## config.mk

```make
export PLATFORM = sky130hd
export DESIGN_NAME = mac_vector_engine
export DESIGN_NICKNAME = d
export VERILOG_FILES = /design/src/rtl/mac_vector_engine.sv
export SDC_FILE = /design/constraint.sdc
export NUM_CORES = 1
export LEC_CHECK = 0
export ABC_CLOCK_PERIOD_IN_PS = 5100
export CAP_MARGIN = 20
export CORE_ASPECT_RATIO = 0.9
export CORE_UTILIZATION = 40
export CTS_BUF_LIST = sky130_fd_sc_hd__clkbuf_8
export CTS_CLUSTER_SIZE = 20
export DETAILED_ROUTE_END_ITERATION = 6
export SLEW_MARGIN = 25
export SYNTH_ARGS = -nofsm -noshare
export SYNTH_HDL_FRONTEND = slang
export SYNTH_SLANG_ARGS = --single-unit
```

## constraint.sdc

```tcl
create_clock -name clk -period 5.1 [get_ports clk]
set_input_delay 1.275 -clock clk [delete_from_list [all_inputs] [get_ports clk]]
set_output_delay 1.275 -clock clk [all_outputs]
set_load 0.005 [all_outputs]
```

## src/rtl/mac_vector_engine.sv

```systemverilog
`default_nettype none
// ============================================================================
// Module   : mac_vector_engine
// Brief    : Pipelined signed multiply-accumulate engine (dot product or
//            single multiply-add) with valid/ready streams and saturation.
// Revision : 1.0
// ============================================================================
module mac_vector_engine #(
    parameter int DATA_W   = 8,
    parameter int ACC_W    = 25,
    parameter int CNT_W    = 8,
    parameter int SATURATE = 1
) (
    input  logic                     clk,
    input  logic                     reset,
    input  logic                     in_valid,
    output logic                     in_ready,
    input  logic signed [DATA_W-1:0] in_a,
    input  logic signed [DATA_W-1:0] in_b,
    input  logic signed [DATA_W-1:0] in_add,
    input  logic                     in_last,
    input  logic                     in_mode,
    output logic                     out_valid,
    input  logic                     out_ready,
    output logic signed [ACC_W-1:0]  out_data,
    output logic [CNT_W-1:0]         out_count,
    output logic                     out_sat,
    output logic                     out_cnt_ovf
);

    generate
        if (ACC_W < 2 * DATA_W + 1) begin : g_acc_w_check
            $error("mac_vector_engine: ACC_W must be at least 2*DATA_W+1");
        end
    endgenerate

    localparam int                      c_prod_w  = 2 * DATA_W;
    localparam logic [CNT_W-1:0]        c_cnt_max = '1;
    localparam logic [CNT_W-1:0]        c_cnt_one = CNT_W'(1);
    localparam logic signed [ACC_W-1:0] c_acc_max = {1'b0, {(ACC_W-1){1'b1}}};
    localparam logic signed [ACC_W-1:0] c_acc_min = {1'b1, {(ACC_W-1){1'b0}}};

    typedef enum logic [0:0] {
        ST_IDLE = 1'b0,
        ST_OPEN = 1'b1
    } state_t;

    state_t r_state;
    state_t w_state_next;
    logic   r_vec_mode;
    logic   w_vec_mode_next;

    logic w_en;
    logic w_accept;
    logic w_first;
    logic w_last;
    logic w_mode_eff;

    logic signed [c_prod_w-1:0] w_a_ext;
    logic signed [c_prod_w-1:0] w_b_ext;
    logic signed [c_prod_w-1:0] w_prod;
    logic signed [ACC_W-1:0]    w_add_ext;

    logic                       r_p_valid;
    logic                       r_p_first;
    logic                       r_p_last;
    logic signed [c_prod_w-1:0] r_p_prod;
    logic signed [ACC_W-1:0]    r_p_addend;

    logic signed [ACC_W-1:0] r_acc;
    logic                    r_sat;
    logic [CNT_W-1:0]        r_cnt;
    logic                    r_cnt_ovf;

    logic signed [ACC_W-1:0] w_base;
    logic signed [ACC_W:0]   w_sum;
    logic                    w_ovf;
    logic signed [ACC_W-1:0] w_acc_next;
    logic                    w_sat_next;
    logic [CNT_W-1:0]        w_cnt_next;
    logic                    w_cnt_ovf_next;

    // The whole pipeline freezes only while a result is held back by the consumer.
    assign w_en     = !(out_valid && !out_ready);
    assign in_ready = w_en && reset;
    assign w_accept = in_valid && in_ready;

    assign w_a_ext   = {{DATA_W{in_a[DATA_W-1]}}, in_a};
    assign w_b_ext   = {{DATA_W{in_b[DATA_W-1]}}, in_b};
    assign w_prod    = w_a_ext * w_b_ext;
    assign w_add_ext = {{(ACC_W-DATA_W){in_add[DATA_W-1]}}, in_add};

    // Framing: mode is taken from the beat that opens a vector, then held.
    always_comb begin
        w_first         = (r_state == ST_IDLE);
        w_mode_eff      = w_first ? in_mode : r_vec_mode;
        w_last          = in_last || !w_mode_eff;
        w_state_next    = r_state;
        w_vec_mode_next = r_vec_mode;
        if (w_accept) begin
            if (w_first) begin
                w_vec_mode_next = in_mode;
            end
            w_state_next = w_last ? ST_IDLE : ST_OPEN;
        end
    end

    always_ff @(posedge clk or negedge reset) begin
        if (!reset) begin
            r_state    <= ST_IDLE;
            r_vec_mode <= 1'b0;
        end else begin
            r_state    <= w_state_next;
            r_vec_mode <= w_vec_mode_next;
        end
    end

    always_comb begin
        w_base = r_p_first ? r_p_addend : r_acc;
        w_sum  = {w_base[ACC_W-1], w_base}
               + {{(ACC_W+1-c_prod_w){r_p_prod[c_prod_w-1]}}, r_p_prod};
        w_ovf  = w_sum[ACC_W] ^ w_sum[ACC_W-1];

        w_acc_next = w_sum[ACC_W-1:0];
        if (w_ovf && (SATURATE != 0)) begin
            w_acc_next = w_sum[ACC_W] ? c_acc_min : c_acc_max;
        end
        w_sat_next = (r_p_first ? 1'b0 : r_sat) || w_ovf;

        w_cnt_next     = r_cnt + c_cnt_one;
        w_cnt_ovf_next = r_cnt_ovf;
        if (r_p_first) begin
            w_cnt_next     = c_cnt_one;
            w_cnt_ovf_next = 1'b0;
        end else if (r_cnt == c_cnt_max) begin
            w_cnt_next     = r_cnt;
            w_cnt_ovf_next = 1'b1;
        end
    end

    always_ff @(posedge clk or negedge reset) begin
        if (!reset) begin
            r_p_valid   <= 1'b0;
            r_p_first   <= 1'b0;
            r_p_last    <= 1'b0;
            r_p_prod    <= '0;
            r_p_addend  <= '0;
            r_acc       <= '0;
            r_sat       <= 1'b0;
            r_cnt       <= '0;
            r_cnt_ovf   <= 1'b0;
            out_valid   <= 1'b0;
            out_data    <= '0;
            out_count   <= '0;
            out_sat     <= 1'b0;
            out_cnt_ovf <= 1'b0;
        end else if (w_en) begin
            r_p_valid <= w_accept;
            if (w_accept) begin
                r_p_first  <= w_first;
                r_p_last   <= w_last;
                r_p_prod   <= w_prod;
                r_p_addend <= w_add_ext;
            end
            if (r_p_valid) begin
                r_acc     <= w_acc_next;
                r_sat     <= w_sat_next;
                r_cnt     <= w_cnt_next;
                r_cnt_ovf <= w_cnt_ovf_next;
            end
            // With en high any held result is being taken, so a new load simply replaces it.
            out_valid <= r_p_valid && r_p_last;
            if (r_p_valid && r_p_last) begin
                out_data    <= w_acc_next;
                out_count   <= w_cnt_next;
                out_sat     <= w_sat_next;
                out_cnt_ovf <= w_cnt_ovf_next;
            end
        end
    end

endmodule
`default_nettype wire

```

==> key figures, run 1 <==
Pwr
  • Comb pwr share: 0.686
  • Worst vdd ir: 0.000214 V
  • Sequential share of power: 0.226
  • Power Dens Cells: 595 nW/um^2
  • Clock group share of total power: 0.088
  • Internal Power: 3.08 mW
  • Final Power: 5.71 mW
  • Switch share: 0.460
  • P_leak: 4.54 nW
  • Sw Pwr: 2.63 mW

Clock tree
  • Longest Clk Path Bufs: 2
  • Worst-Skew Late Latency: 400 ps
  • H-tree depth: 3
  • Num CTS Buffers: 9
  • Clk sinks: 100
  • Root buffer cell: clkbuf_8
  • CTS tree: done
  • Clock-pin transition on the worst setup and hold timing paths: 100 ps

Setup path
  • Slowest stage delay, CP: 550 ps
  • Critical Path End: r_p_prod[15]
  • R2R Setup Slk: 880 ps
  • R2r endpoint: out_data[22]
  • Crit end category: register
  • R2R cell count: 13
  • Worst Path Required: 5360 ps
  • Crit path cell chain: buf_2 > buf_4 > and2_1 > fa_1 > fa_1 > fa_1 > inv_1 > fa_1 > inv_2 > ha_4 > and2_1 > a221oi_2 > o221ai_2 > o41ai_2 > xnor2_1 > o21ai_1
  • R2R Path Start: r_p_first
  • Critical path depth in cells: 16
  • CP Class: primary input to register
  • CP Data Arrival Time: 5210 ps
  • Crit path top cell by count: fa_1
  • CP Max Fanout: 6
  • Critical path launch point: in_a[4]
  • CP max-delay cell: fa_1
  • Worst path bufs/invs: 4
  • Crit path max-delay family: adder cells
  • Crit path launch type: primary input

Finish
  • Fin area: 9590 um^2
  • Number of diodes: 0
  • # fillers: 1865
  • Share of cells above drive strength 1: 0.153
  • Nets: 1137
  • Area growth syn-to-layout: 19.5%
  • Post-layout util: 0.494
  • Layout Cells excl Fill: 1251

Yosys
  • Post-synth top area cell: dfrtp_1
  • Synth Area in Compound Gates: 0.166
  • Synth area leaders: dfrtp_1 31%, fa_1 14%, ha_1 8.6%, inv_1 5.4%, nand2_1 4.8%
  • Yosys Warn Count: 0
  • Post-synth cell types: 62
  • Sequential area share after synthesis: 0.312
  • Mapped Cells: 887
  • Post-synth EDFFs: 0
  • Post-Synth Adder-Cell Area: 0.225
  • Largest family of logic cells by synthesized area: adder cells
  • Synth Area per Inst: 9.05 um^2
  • Synth Flop Type: dfrtp_1
  • Synth async-reset ratio: 1.00
  • Post-Syn Area: 8030 um^2
  • Syn nets: 1028
  • Mux cell area share after synthesis: 0.0371
  • Post-synthesis xor/xnor area fraction: 0.0402
  • Seq cells post-synth: 100
  • Synth top area share: 0.312
  • Post-synthesis simple-gate area fraction: 0.150

Route
  • Vias: 6265
  • Routed WL: 17900 um
  • Residual DRC count: 0
  • Initial drt markers: 191
  • WL/cell: 14.3 um
  • Vias per cell: 5.01
  • Drt first pass iters: 4
  • ANT nets after route: 0

Run status
  • Run status: finished clean

STA
  • Slew headroom: 0.444
  • Min Tclk post-route: 4950 ps
  • Post-route clock period utilization: 0.971
  • Layout Skew: 22.0 ps
  • Final Max Tran Viols: 0
  • Hold slack: 481 ps
  • Actual slew at the worst max-slew pin: 832 ps
  • Final setup viols: 0
  • Final Hold Viols: 0
  • Max Fclk: 202 MHz

Hold path
  • Hold path start: out_data[11]
  • HP Class: register to register

Die
  • Core box area: 19400 um^2
  • Row count: 48
  • # IOs: 67
  • DIE HEIGHT: 136 um
  • Initial Utilization: 0.414
  • Die Area: 20600 um^2
  • Die Width: 151 um

Global route
  • Grt met1 use: 0.255
  • Largest net degree at the start of global routing: 64
  • Global Route met2 Usage: 0.297
  • GRT Residual Overflow: 0
  • First-pass GRT wire length: 29700 um
  • Total Routing Usage GR: 0.182
  • GR peak layer: met2
  • Vias in the first global route: 6031
  • GRT met3 Usage: 0.0191
  • Initial antenna violation count: 0

Placement
  • DP HPWL: 13900 um
  • RD Place Congestion: 0.837
  • Port buffer count: 66
  • Cell count after placement: 1232
  • Placed inst area: 9360 um^2

Flow run
  • Max-cap violations: 0
power by group through the flow:
stage / Sequential, mW / Clock [mW] / Combinational, mW
3_5_place_dp: 1.31 / 0 / 3.84
2_1_floorplan: 1.26 / 0 / 2.74
6_report: 1.29 / 0.503 / 3.92
3_3_place_gp: 1.30 / 0 / 3.79
4_1_cts: 1.29 / 0.520 / 3.85
5_1_grt: 1.33 / 0.545 / 4.44
final cells by class:
| cell class | count | area [um^2] | share of cell area |
|---|---|---|---|
| clock inverter | 7 | 73.8 | 0.00770 |
| multi-input combinational | 642 | 5090 | 0.531 |
| clock buffer | 9 | 124 | 0.0129 |
| timing repair buffer | 127 | 1050 | 0.110 |
| tap | 250 | 313 | 0.0326 |
| inverter | 116 | 435 | 0.0454 |
| sequential | 100 | 2500 | 0.261 |
cells by family after synthesis:
logic type,count (synthesis)
and+or+nand+nor,255
DFF,100
adders and majority gates,111
AOI/OAI and AO/OA,213
xor gates and xnor gates,36
muxes,27
buffers and inverters,145
routing by layer:
layer / vias to the layer above / part of all wire
li1: 3191 / -
met1: 2984 / 0.50
met2: 81 / 0.46
met3: 9 / 0.026
met4: 0 / 0.0087
met5: - / 0
cell usage in the layout, fill, tap and decap left out, types with 4 or more instances in the layout:
master,instances
ha_1,49
o211ai_1,4
mux2i_1,5
mux2_2,22
nor2_1,56
buf_2,5
clkbuf_8,9
clkdlybuf4s50_1,49
o21ai_0,72
a21o_1,6
and2_1,40
fa_1,55
o31ai_1,9
nand2_1,100
xor2_1,12
buf_4,62
a21oi_1,42
a22oi_1,4
o21a_1,6
clkbuf_2,10
nand3_1,10
o22ai_1,13
o21ai_2,4
xnor2_1,23
o21bai_1,5
inv_1,113
nor3_1,4
o21ai_1,10
and3_1,9
ha_4,4
nand2b_1,15
dfrtp_1,100
a31oi_1,5
per-stage QoR:
stage / worst slack, ps / TNS, ps
after floorplan: 13.8 / 0
after global placement: -752 / -4020
after detailed placement: -790 / -4260
after CTS: 0.553 / 0
after global routing: -7.62 / -10.6
final: 146 / 0
sequential cells by signal, summed over array words and instances (netlist names), 8 cells and up:
| signal | cells |
|---|---|
| r_acc | 25 |
| r_p_prod | 16 |
| r_cnt | 8 |
| out_data | 25 |
| r_p_addend | 8 |
| out_count | 8 |
synthesized netlist by cell type, types with 3 or more instances:
library cell and instances:
a22oi_1 4, a21oi_1 43, dfrtp_1 100, o21ai_1 9
nand2b_1 16, and2_1 42, ha_1 55, mux2_2 22
and3_1 9, a21boi_0 4, o211ai_1 4, nand3_1 10
nor3_1 5, nor3b_1 3, inv_1 116, o21bai_1 5
fa_1 56, xor2_1 12, a31oi_1 5, clkbuf_1 22
nor2_1 56, o21a_1 6, o21ai_0 75, o22a_1 3
nand2_1 102, buf_2 3, a21o_1 6, o31ai_1 9
a211oi_2 3, xnor2_1 23, o22ai_1 13, nor2b_1 3
mux2i_1 5
what timing repair did:
action / in CTS / in global routing
setup buffers: 0 / 4
hold endpoints to repair: 0 / 0
pin swaps: 7 / 19
endpoints found under the setup margin: 6 / 5
hold buffers: 0 / 0
resized for setup: 29 / 53
worst min path at each step:
stage,endpoint,depth (start not counted)
after detailed placement,out_count[4],2
after floorplan,r_acc[2],2
after global placement,out_data[9],2
after global routing,out_count[7],2
after CTS,out_count[7],2
final,out_data[11],2
worst min-delay path: stages (launching register included):
cell     delay [ps]
dfrtp_1         350
nand2_1          50
o21ai_0          60
No activity file was read; power rests on OpenSTA's default activity.
==> run 2, diff against run 1 <==
--- a/config.mk
+++ b/config.mk
@@ -12,6 +12,7 @@
 export CTS_BUF_LIST = sky130_fd_sc_hd__clkbuf_8
 export CTS_CLUSTER_SIZE = 20
 export DETAILED_ROUTE_END_ITERATION = 6
+export SETUP_SLACK_MARGIN = 0.05
 export SLEW_MARGIN = 25
 export SYNTH_ARGS = -nofsm -noshare
 export SYNTH_HDL_FRONTEND = slang
==> run 2 against run 1 <==
Effect of this change:
- global-route usage is 0.20 points higher
- sequential cell count stayed put
- hold slack worse by 0.51 ps
- wire length is 2.3% higher
- non-clock buffer count is 4 higher
- final cell count is 0.40% higher
- first-iteration DRC count is 4.7% higher
- critical path depth is 4 higher
- total power is 2.4% higher
- via count is 0.86% higher
- largest cell class unchanged
- largest power group unchanged
- highest routed layer unchanged
==> key figures, run 2 (synthesis gave the netlist of run 1 again) <==
Global route
  • Initial antenna violation count: 1
  • Total Routing Usage GR: 0.184
  • First-pass GRT wire length: 29900 um
  • Vias in the first global route: 6148
  • Largest net degree at the start of global routing: 65
  • GRT Residual Overflow: 0

Die
  • DIE HEIGHT: 136 um
  • Die Width: 151 um
  • Row count: 48
  • Initial Utilization: 0.414
  • Core box area: 19400 um^2
  • # IOs: 67
  • Die Area: 20600 um^2

Placement
  • Port buffer count: 66
  • DP HPWL: 13900 um
  • RD Place Congestion: 0.882
  • Placed inst area: 9340 um^2

Setup path
  • CP Data Arrival Time: 5260 ps
  • CP Max Fanout: 5
  • Crit path top cell by count: inv_1
  • Crit path launch type: primary input
  • CP max-delay cell: fa_1
  • Crit end category: register
  • Crit path cell chain: clkdlybuf4s15_2 > buf_4 > and2_1 > ha_1 > fa_1 > ha_1 > inv_1 > fa_1 > inv_1 > ha_2 > inv_1 > fa_2 > nor2b_2 > o21ai_2 > a21boi_2 > o21a_1 > o21a_1 > o21bai_1 > a2111oi_1 > nand3b_1
  • CP Class: primary input to register
  • Slowest stage delay, CP: 470 ps
  • Worst Path Required: 5430 ps

STA
  • Final setup viols: 0
  • Min Tclk post-route: 4930 ps
  • Final Max Tran Viols: 0
  • Hold slack: 481 ps
  • Post-route clock period utilization: 0.967
  • Max Fclk: 203 MHz
  • Final Hold Viols: 0
  • RSZ-0062 raised after global routing: yes
  • Setup TNS Final: 0 ps
  • Layout Skew: 16.5 ps
  • Actual slew at the worst max-slew pin: 971 ps
  • Slew headroom: 0.351

Finish
  • Share of cells above drive strength 1: 0.173
  • Area growth syn-to-layout: 21.5%
  • Commonest non-fill, non-tap cells in the layout: 108 x inv_1, 100 x nand2_1, 100 x dfrtp_1
  • Most common cell after layout, fill and taps aside: inv_1
  • Reg area: 2500 um^2
  • Biggest regs: out_data: 25 flops, r_acc: 25 flops, r_p_prod: 16 flops
  • # fillers: 1859
  • Nets: 1141
  • Fin area: 9750 um^2
  • Multi-input gate area: 5170 um^2

Pwr
  • Sw Pwr: 2.68 mW
  • Power Dens Cells: 599 nW/um^2
  • Internal Power: 3.16 mW
  • Switch share: 0.459
  • Worst vdd ir: 0.000224 V
  • P_leak: 4.58 nW
  • Comb pwr share: 0.692
  • Clock group share of total power: 0.086
  • Sequential share of power: 0.222

Route
  • ANT nets after route: 0
  • Residual DRC count: 0
  • Vias per cell: 5.03
  • Routed WL: 18300 um
  • Initial drt markers: 200
  • Drt first pass iters: 5
  • WL/cell: 14.5 um
  • Vias: 6319

Hold path
  • HP Class: register to register

Clock tree
  • Longest Clk Path Bufs: 2
  • Worst-Skew Late Latency: 400 ps
  • Clock-pin transition on the worst setup and hold timing paths: 100 ps
  • CTS tree: done
  • Num CTS Buffers: 9
  • Post-CTS Hold Fix Bufs: 0
  • Clk sinks: 100
  • Root buffer cell: clkbuf_8
  • H-tree depth: 3

Run status
  • Run status: finished clean

Flow run
  • Max-cap violations: 0
-- run 2: changes by cell type in the layout (fill, tap and decap cells not counted), sizes merged --
cell           delta
buf              +12
clkbuf            -9
clkdlybuf4s15     +1
clkinv            -2
clkinvlp          -2
diode             +1
inv               +4
-- run 2: per-layer routing --
layer	vias up	part of all wire	global-route usage	wire length, um
li1	3191	-	-	-
met1	3011	0.50	0.255	9090
met2	93	0.46	0.298	8370
met3	24	0.030	0.0268	550
met4	0	0.014	0.0506	254
met5	-	0	0	0
-- run 2: path summary, 6_finish.rpt --
path / cells past startpoint / slack (ps) / endpoint / startpoint
max: 20 / 170 / r_p_prod[14] / in_a[0]
min: 2 / 480 / out_count[7] / out_count[7]
max reg2reg: 11 / 880 / out_data[22] / r_p_first
min reg2reg: 2 / 480 / out_count[7] / out_count[7]
max in group asynchronous: 3 / 2950 / r_p_prod[13] / reset
min in group asynchronous: 2 / 960 / r_acc[17] / reset
-- run 2: through the flow --
step           power, mW  worst slack [ps]  std cells  utilization
2_1_floorplan       4.00              18.6        887            -
3_5_place_dp        5.15              -841       1231        0.482
3_3_place_gp        5.09              -738       1231        0.482
4_1_cts             5.70              50.8       1249        0.493
6_report            5.84               168       1256        0.503
5_1_grt             6.43             -56.1       1255        0.503
-- run 2: what timing repair did --
action | CTS | global route
pin swaps | 11 | 35
resized for setup | 66 | 67
setup endpoints to repair | 6 | 4
cloned | 0 | 0
buffers inserted | 2 | 6
-- run 2: area by class of cell --
cell class | count | share of cell area
sequential | 100 | 0.257
inverter | 116 | 0.0449
multi-input combinational | 642 | 0.530
clock inverter | 7 | 0.00667
tap | 250 | 0.0321
clock buffer | 9 | 0.0127
timing repair buffer | 131 | 0.117
antenna | 1 | 0.000257
-- run 2: power groups by stage --
stage	Sequential [mW]	Combinational, mW	Clock (mW)
5_1_grt	1.33	4.54	0.554
4_1_cts	1.30	3.88	0.521
3_5_place_dp	1.31	3.83	0
3_3_place_gp	1.31	3.78	0
6_report	1.30	4.04	0.502
2_1_floorplan	1.26	2.74	0
-- run 2: critical path: cells and delay by family --
kind	cells	cell delay [ps]
compound gates	6	1060
fa+ha+maj	6	1940
buf+inv	5	530
simple gates	3	440
